$ cat src/rtl/fp6_lane_packer_if.sv
// Stream-in / vector-out bus of the FP6 lane packer.
// master drives elements and consumes vectors; slave is the packer.
interface fp6_lane_packer_if #(
    parameter int BETA   = 8,
    parameter int ELEM_W = 6,
    parameter int CNT_W  = $clog2(BETA + 1)
);
    logic                     in_valid;
    logic                     in_ready;
    logic [ELEM_W-1:0]        in_data;
    logic                     in_last;
    logic                     out_valid;
    logic                     out_ready;
    logic [BETA*ELEM_W-1:0]   out_data;
    logic [CNT_W-1:0]         out_count;

    modport master (
        output in_valid, in_data, in_last, out_ready,
        input  in_ready, out_valid, out_data, out_count
    );

    modport slave (
        input  in_valid, in_data, in_last, out_ready,
        output in_ready, out_valid, out_data, out_count
    );
endinterface

$ cat src/rtl/fp6_lane_packer.sv
// Serial-to-parallel packer: FP6 elements in, zero-padded BETA-lane vectors out.
// Optional FP6_PACKER_NEGZERO_FLUSH_EN stores negative zero as all-zeros.
module fp6_lane_packer #(
    parameter int BETA   = 8,
    parameter int ELEM_W = 6,
    parameter int CNT_W  = $clog2(BETA + 1)
) (
    input  logic              clk,
    input  logic              rst,
    fp6_lane_packer_if.slave  bus
);
    localparam int IDX_W = $clog2(BETA);

    typedef enum logic [1:0] {
        S_EMPTY,
        S_FILL,
        S_PEND
    } state_t;

    state_t                        state;
    state_t                        state_nx;
    logic [IDX_W-1:0]              idx;
    logic [BETA-1:0][ELEM_W-1:0]   lane_buf;
    logic [BETA-1:0][ELEM_W-1:0]   fill_vec;
    logic [BETA-1:0][ELEM_W-1:0]   out_vec;
    logic [CNT_W-1:0]              pend_count;
    logic [CNT_W-1:0]              out_count_q;
    logic [CNT_W-1:0]              done_count;
    logic                          out_valid_q;
    logic [ELEM_W-1:0]             elem;
    logic                          accept;
    logic                          complete;
    logic                          slot_free;
    logic                          load_direct;
    logic                          load_pend;

    assign bus.in_ready  = (state != S_PEND) && !rst;
    assign bus.out_valid = out_valid_q;
    assign bus.out_data  = out_vec;
    assign bus.out_count = out_count_q;

    assign accept      = bus.in_valid && bus.in_ready;
    assign complete    = accept && ((idx == IDX_W'(BETA - 1)) || bus.in_last);
    assign slot_free   = !out_valid_q || bus.out_ready;
    assign load_direct = complete && slot_free;
    assign load_pend   = (state == S_PEND) && out_valid_q && bus.out_ready;
    assign done_count  = CNT_W'(idx) + CNT_W'(1);

    always_comb begin
        elem = bus.in_data;
`ifdef FP6_PACKER_NEGZERO_FLUSH_EN
        if (bus.in_data == {1'b1, {(ELEM_W-1){1'b0}}})
            elem = '0;
`endif
    end

    // Completed vector as it would look after this edge: lanes past idx zero-padded.
    always_comb begin
        fill_vec = '0;
        for (int i = 0; i < BETA; i++) begin
            if (i < int'(idx))
                fill_vec[i] = lane_buf[i];
            else if (i == int'(idx))
                fill_vec[i] = elem;
            else
                fill_vec[i] = '0;
        end
    end

    always_ff @(posedge clk or posedge rst) begin
        if (rst)
            state <= S_EMPTY;
        else
            state <= state_nx;
    end

    always_comb begin
        state_nx = state;
        case (state)
            S_EMPTY: begin
                if (complete)
                    state_nx = slot_free ? S_EMPTY : S_PEND;
                else if (accept)
                    state_nx = S_FILL;
            end
            S_FILL: begin
                if (complete)
                    state_nx = slot_free ? S_EMPTY : S_PEND;
            end
            S_PEND: begin
                if (load_pend)
                    state_nx = S_EMPTY;
            end
            default: state_nx = S_EMPTY;
        endcase
    end

    // A vector that cannot be presented is parked, padded, in the fill buffer.
    always_ff @(posedge clk or posedge rst) begin
        if (rst) begin
            idx        <= '0;
            lane_buf   <= '0;
            pend_count <= '0;
        end else if (accept) begin
            if (complete) begin
                idx <= '0;
                if (!slot_free) begin
                    lane_buf   <= fill_vec;
                    pend_count <= done_count;
                end
            end else begin
                lane_buf[idx] <= elem;
                idx           <= idx + IDX_W'(1);
            end
        end
    end

    always_ff @(posedge clk or posedge rst) begin
        if (rst) begin
            out_vec     <= '0;
            out_count_q <= '0;
            out_valid_q <= 1'b0;
        end else if (load_direct) begin
            out_vec     <= fill_vec;
            out_count_q <= done_count;
            out_valid_q <= 1'b1;
        end else if (load_pend) begin
            out_vec     <= lane_buf;
            out_count_q <= pend_count;
            out_valid_q <= 1'b1;
        end else if (bus.out_ready) begin
            out_valid_q <= 1'b0;
        end
    end
endmodule

$ cat src/flat_wrapper.sv
// flat-port wrapper written by rule: the top's interface ports become plain ports
module fp6_lane_packer_flat 
#(
    parameter int BETA   = 8,
    parameter int ELEM_W = 6,
    parameter int CNT_W  = $clog2(BETA + 1)
)
  (clk, rst, bus_in_valid, bus_in_data, bus_in_last, bus_out_ready, bus_in_ready, bus_out_valid, bus_out_data, bus_out_count);
  fp6_lane_packer_if #(.BETA(BETA), .ELEM_W(ELEM_W), .CNT_W(CNT_W)) bus_i ();
  input  logic clk;
  input  logic rst;
  input wire logic [$bits(bus_i.in_valid)-1:0] bus_in_valid;
  input wire logic [$bits(bus_i.in_data)-1:0] bus_in_data;
  input wire logic [$bits(bus_i.in_last)-1:0] bus_in_last;
  input wire logic [$bits(bus_i.out_ready)-1:0] bus_out_ready;
  output wire logic [$bits(bus_i.in_ready)-1:0] bus_in_ready;
  output wire logic [$bits(bus_i.out_valid)-1:0] bus_out_valid;
  output wire logic [$bits(bus_i.out_data)-1:0] bus_out_data;
  output wire logic [$bits(bus_i.out_count)-1:0] bus_out_count;
  assign bus_i.in_valid = bus_in_valid;
  assign bus_i.in_data = bus_in_data;
  assign bus_i.in_last = bus_in_last;
  assign bus_i.out_ready = bus_out_ready;
  assign bus_in_ready = bus_i.in_ready;
  assign bus_out_valid = bus_i.out_valid;
  assign bus_out_data = bus_i.out_data;
  assign bus_out_count = bus_i.out_count;
  fp6_lane_packer #(.BETA(BETA), .ELEM_W(ELEM_W), .CNT_W(CNT_W)) u_core (.clk(clk), .rst(rst), .bus(bus_i));
endmodule
$ cat config.mk
export PLATFORM = sky130hd
export DESIGN_NAME = fp6_lane_packer_flat
export DESIGN_NICKNAME = d
export VERILOG_FILES = /design/src/rtl/fp6_lane_packer_if.sv /design/src/rtl/fp6_lane_packer.sv /design/src/flat_wrapper.sv
export SDC_FILE = /design/constraint.sdc
export NUM_CORES = 1
export LEC_CHECK = 0
export CAP_MARGIN = 15
export CORE_UTILIZATION = 50
export CTS_BUF_LIST = sky130_fd_sc_hd__clkbuf_4
export CTS_CLUSTER_DIAMETER = 100
export CTS_CLUSTER_SIZE = 30
export DETAILED_ROUTE_END_ITERATION = 12
export PLACE_DENSITY = 0.72
export REMOVE_ABC_BUFFERS = 1
export SLEW_MARGIN = 25
export SYNTH_ARGS = -nofsm -noshare
export SYNTH_HDL_FRONTEND = slang
export SYNTH_SLANG_ARGS = --single-unit
$ cat constraint.sdc
create_clock -name clk -period 7.6 [get_ports clk]
set_input_delay 0.76 -clock clk [delete_from_list [all_inputs] [get_ports clk]]
set_output_delay 0.76 -clock clk [all_outputs]
set_load 0.05 [all_outputs]
==> results of run 1 <==
power breakdown:
group	switching, W	internal (W)	total (W)
logic	0.000479	0.000272	0.000751
clock network	0.000198	0.000131	0.000329
registers	0.000117	0.000741	0.000857
area by class of cell:
type	instances	area (um^2)	share of cell area [%]
clock buffers	9	67.6	1.02
clock inverters	7	88.8	1.34
inverters	17	66.3	0.997
multi-input cells	393	2790	42.0
flip-flops and latches	110	2750	41.4
well taps	143	179	2.69
repair buffers	72	704	10.6
metrics by stage:
stage	cell area (um^2)	std cells	setup WS [ns]	hold slack (ns)	total power (W)
floorplan	5600	520	1.13	0.436	0.00135
global placement	6490	735	4.24	0.456	0.00159
detailed placement	6490	735	4.07	0.482	0.00161
CTS	6650	751	4.10	0.502	0.00194
global route	6650	751	3.85	0.520	0.00203
finish	6650	751	4.07	0.491	0.00194
kinds of logic (layout without fill, tap and decap cells):
logic type      after synthesis  after routing  synth area share [%]
compound gates              163            163                  18.3
simple gates                128            128                  10.9
flops                       110            110                  46.9
mux                          96             96                  16.9
buf+inv                      74            105                  5.73
fa+ha+maj                     6              6                  1.28
worst max path at each step:
stage	end	slack [ns]	cells past startpoint
global placement	u_core.bus.out_data[3]$_DFFE_PP0P_	4.24	5
floorplan	u_core.bus.out_data[0]$_DFFE_PP0P_	1.13	5
finish	u_core.bus.out_data[2]$_DFFE_PP0P_	4.07	6
global route	u_core.bus.out_data[1]$_DFFE_PP0P_	3.85	6
CTS	u_core.bus.out_data[2]$_DFFE_PP0P_	4.10	6
detailed placement	u_core.bus.out_data[3]$_DFFE_PP0P_	4.07	5
state kept, by name, summed over array words and instances (netlist names):
signal / cells
u_core.bus.out_count: 4
u_core.state: 2
u_core.lane_buf: 48
u_core.idx: 3
u_core.pend_count: 4
u_core.bus.out_valid: 1
u_core.bus.out_data: 48
placed cells by master, fill, tap and decap left out, drive strengths merged, types with 2 or more instances in the layout:
cell type      Yosys  final
dfrtp            110    110
mux2i             69     69
o21ai             66     66
clkdlybuf4s50      0     64
nand2             52     52
nand3             29     29
mux2              27     27
a21oi             22     22
a22o              18     18
inv               16     16
a22oi             12     12
clkbuf            28      9
nor2               8      8
buf               29      8
o22ai              8      8
a31oi              7      7
a21o               7      7
and3               7      7
nand4              7      7
nor2b              6      6
a32o               6      6
o31ai              6      6
a221o              6      6
ha                 6      6
nand2b             4      4
and2               4      4
clkinv             1      4
or2                3      3
or3                3      3
o211ai             2      2
bufinv             0      2
clkinvlp           0      2
nor4               2      2
per-layer routing:
metal	up-vias	GRT usage [%]
met5	-	0
met4	0	11.1
met3	27	4.17
met2	196	39.6
met1	2323	36.2
li1	2137	-
==> metrics.txt, run 1 <==
Crit path top cell by count=ha_1; Crit path max-delay family=simple AND/OR/NAND/NOR gates; final RePlAce weighted congestion=0.802; die width=110 um; Die H=110 um; Post-synth ARST share=100%; Synth cell types=48; Crit Path Class=reg2reg; slowest CP cell=dfrtp_1; Post-synth EDFFs=0; CP max stage delay=0.82 ns; final net count=620; crit end category=flip-flop; Synth Instances=577; drc violations=0; vias in the first global route=4547; Power Density=291 mW/mm^2; final WL=14800 um; Seq cells post-synth=110; r2r setup slk=4.07 ns; Worst Hold Path EP=u_core.state[0]$_DFFE_PP0P_; vias=4683; DRT iter0 DRCs=370; wl on met1=6620 um; number of I/O port buffers=64; max-cap violations=0; Fin. Hold Viols=0; dominant synthesized flop cell=dfrtp_1; WL per Instance=19.7 um; Antenna diodes=0; clk sinks=110; mean post-synth cell area=10.2 um^2; Min-Delay Startpoint=u_core.state[1]$_DFFE_PP0P_; fin. max-slew vios=0; slew margin rel.=31.0%; register area share after synthesis=46.9%; Clock Skew=0.0142 ns; first-pass GRT wire length=23700 um; Row Count=39; Total Routing Usage GR=25.8%; setup bufs post-CTS=0; FMAX=283 MHz; WP buf/inv=0; worst min-delay path category=reg2reg; total gr overflow=0; Syn Std Cell Area=0.00587 mm^2; Reg clk slew, reported paths=0.17 ns; WHS Path Cells=1; final core utilization=58.2%; count leader, synth=dfrtp_1; worst-path cell chain=ha_1 -> ha_1 -> or2_1 -> nand4_1 -> o21ai_1 -> a221o_1; Core Region=0.0114 mm^2; RSZ-0062 raised after global routing=false; max layer used=met4; Post-CTS Resized=0; Final Critical Period=3.53 ns; critical path startpoint=u_core.idx[0]$_DFFE_PP0P_; pin count of the biggest net entering global routing=80; main area contributors after synthesis=dfrtp_1 47%, mux2i_1 12%, o21ai_0 5.5%; Reg2Reg Depth=6; full die area=0.0122 mm^2; Critical Path Source Type=flip-flop; Initial Utilization=51.4%; cts hold-fix bufs=0; Via-to-Cell Ratio=6.24; Clock Root Buffer=clkbuf_4; worst-path fanout max=21; Area growth syn-to-layout=13.3%; share of cells above drive strength 1=9.21%; Max VDD drop=0.180 mV; Reg-to-Reg Start=u_core.idx[0]$_DFFE_PP0P_; Num CTS Buffers=9; WL met2=6930 um; CTS tree=built; Synth warnings=0; reg-to-reg critical path endpoint=u_core.bus.out_data[2]$_DFFE_PP0P_; Worst-Skew Late Latency=0.48 ns; final worst path period share=46.4%; Tightest Pin Transition=1.03 ns; Arr. time, crit path=3.95 ns; outcome=finished clean; met3 WL=900 um; Final ANT Viol Nets=0; io pins=65; fill count=1030; Leak Pwr=3.19 nW; cell taking the most area after synthesis=dfrtp_1; Pre-Repair DR Iteration Count=6; setup_tns=0 ns; Synth top area share=46.9%; H-tree depth=3; Final HPWL DP=9370 um; final setup fails=0; Critical Path RT=8.02 ns; initial antenna violation count=0; Clock Tree Buf Depth=2; top post-synthesis cells by count=110 x dfrtp_1, 69 x mux2i_1, 65 x o21ai_0
Power figures use the tool's default switching activity.
==> inputs of run 2 (changes only) <==
--- a/config.mk
+++ b/config.mk
@@ -11,7 +11,7 @@
 export CTS_CLUSTER_DIAMETER = 100
 export CTS_CLUSTER_SIZE = 30
 export DETAILED_ROUTE_END_ITERATION = 12
-export PLACE_DENSITY = 0.72
+export PLACE_DENSITY = 0.75
 export REMOVE_ABC_BUFFERS = 1
 export SLEW_MARGIN = 25
 export SYNTH_ARGS = -nofsm -noshare
==> constraint.sdc (replaced) <==
create_clock -name clk -period 3.15 [get_ports clk]
set_input_delay 0.315 -clock clk [delete_from_list [all_inputs] [get_ports clk]]
set_output_delay 0.315 -clock clk [all_outputs]
set_load 0.05 [all_outputs]
==> metrics.txt, run 2 (synthesized netlist as in run 1, its figures left out) <==
Via-to-Cell Ratio=6.18 (-0.92%); total gr overflow=0 (unchanged); Final HPWL DP=10000 um (+6.9%); outcome=finished clean; CP Depth=3 (-3); Num CTS Buffers=9 (unchanged); Crit Path Class=reg2out; drc violations=0 (unchanged); Area growth syn-to-layout=15.7%; die width=110 um (unchanged); WL per Instance=19.3 um (-1.9%); Leak Pwr=3.28 nW (+2.8%); worst hold slack=0.320 ns (-0.171 ns); setup bufs post-CTS=0 (unchanged); RSZ-0062 raised after global routing=false; fin. max-slew vios=0 (unchanged); Worst-Skew Late Latency=0.48 ns (about the same); Row Count=39 (unchanged); Initial Utilization=51.4% (unchanged); WP buf/inv=1 (+1); Post-CTS Resized=0 (unchanged); cts hold-fix bufs=0 (unchanged); reg-to-reg critical path endpoint=u_core.lane_buf[27]$_DFFE_PP0P_; Final ANT Viol Nets=0 (unchanged); final setup fails=0 (unchanged); Final Critical Period=2.67 ns; io pins=65 (unchanged); Reg-to-Reg Start=u_core.idx[0]$_DFFE_PP0P_; number of I/O port buffers=64 (unchanged); CTS tree=built; Reg clk slew, reported paths=0.17 ns (about the same); r2r setup slk=0.60 ns (-3.47 ns); Fin. Hold Viols=0 (unchanged); Critical Path Source Type=flip-flop; final WL=14800 um (+0.17%); Arr. time, crit path=2.36 ns (-1.59 ns); Total Routing Usage GR=26.5% (+0.71 points); Clock Tree Buf Depth=2 (unchanged); Inst Count DP=750 (+2.0%); vias in the first global route=4731 (+4.0%); FMAX=374 MHz; Reg2Reg Depth=7 (+1); commonest non-fill, non-tap cells in the layout=110 x dfrtp_1, 69 x mux2i_1, 65 x o21ai_0; first-pass GRT wire length=24400 um (+3.1%); max-cap violations=0 (unchanged); Pre-Repair DR Iteration Count=5 (-1); full die area=0.0122 mm^2 (unchanged); worst min-delay path category=in2async; CP max stage delay=0.75 ns (-0.07 ns); Tightest Pin Transition=0.859 ns (-0.173 ns); Clock Skew=0.0196 ns (+0.00544 ns); share of cells above drive strength 1=11.4% (+2.2 points); Clock Root Buffer=clkbuf_4; Max VDD drop=0.410 mV (+130%); slowest CP cell=clkdlybuf4s50_1; fin cells=767 (+2.1%); initial antenna violation count=1 (+1); Power Density=693 mW/mm^2 (+140%); final RePlAce weighted congestion=0.835 (+4.1%); pin count of the biggest net entering global routing=49 (-39%); final worst path period share=84.8%; Die H=110 um (unchanged); most common cell after layout, fill and taps aside=dfrtp_1; clk sinks=110 (unchanged); DRT iter0 DRCs=365 (-1.4%); final net count=635 (+2.4%); vias=4739 (+1.2%); Critical Path RT=2.83 ns (-5.19 ns); crit end category=primary output; H-tree depth=3 (unchanged); Core Region=0.0114 mm^2 (unchanged); Crit path max-delay family=buffers and inverters; worst-path fanout max=6 (-71%); slew margin rel.=42.5% (+11 points); worst-path cell chain=nor2b_1 -> nor2_1 -> clkdlybuf4s50_1
-- run 2: cell count changes in the layout (fill, tap and decap cells not counted), sizes merged --
cell      previous run  this run
buf                  8        23
clkbuf               9        10
clkinv               4         5
clkinvlp             2         0
diode                0         1
-- run 2: area by class of cell --
type,instances,area [um^2]
clock buffer,10,75.1
tap,143,179
timing repair buffer,87,838
inverter,17,66.3
fill,989,4630
multi-input combinational,393,2790
sequential,110,2750
antenna,1,2.50
clock inverter,6,86.3
-- run 2: worst max path at each step --
stage / end / slack [ns] / startpoint
floorplan: u_core.bus.out_data[0]$_DFFE_PP0P_ / -3.32 / u_core.idx[2]$_DFFE_PP0P_
global placement: u_core.lane_buf[2]$_DFFE_PP0P_ / 0.60 / rst
detailed placement: u_core.lane_buf[1]$_DFFE_PP0P_ / 0.51 / rst
CTS: bus_in_ready / 0.44 / u_core.state[1]$_DFFE_PP0P_
global route: bus_in_ready / 0.38 / u_core.state[1]$_DFFE_PP0P_
finish: bus_in_ready / 0.48 / u_core.state[1]$_DFFE_PP0P_
-- run 2: power by group --
part / leakage (nW) / internal [W] / switching (W)
Clock: 0.0880 / 0.000331 / 0.000476
Sequential: 1.47 / 0.00179 / 0.000260
Combinational: 1.72 / 0.000675 / 0.00118
Total: 3.28 / 0.00279 / 0.00192
-- run 2: metal layers --
| layer | track usage (%) | wire [um] | share of wire [%] |
|---|---|---|---|
| met3 | 4.17 | 802 | 5.4 |
| met5 | 0 | 0 | 0 |
| met4 | 12.7 | 497 | 3.4 |
| met2 | 41.5 | 7000 | 47 |
| met1 | 36.1 | 6510 | 44 |
-- run 2: metrics by stage --
stage                     utilization, %  power, W  setup TNS [ns]  setup slack, ns  instance area (um^2)
after floorplan                        -   0.00326         -150.48            -3.32                  5600
after global placement              58.0   0.00386               0            0.602                  6630
after detailed placement            58.0   0.00392               0            0.510                  6630
after CTS                           59.4   0.00472               0            0.443                  6790
after global routing                59.5   0.00495               0            0.384                  6790
final                               59.5   0.00471               0            0.477                  6790
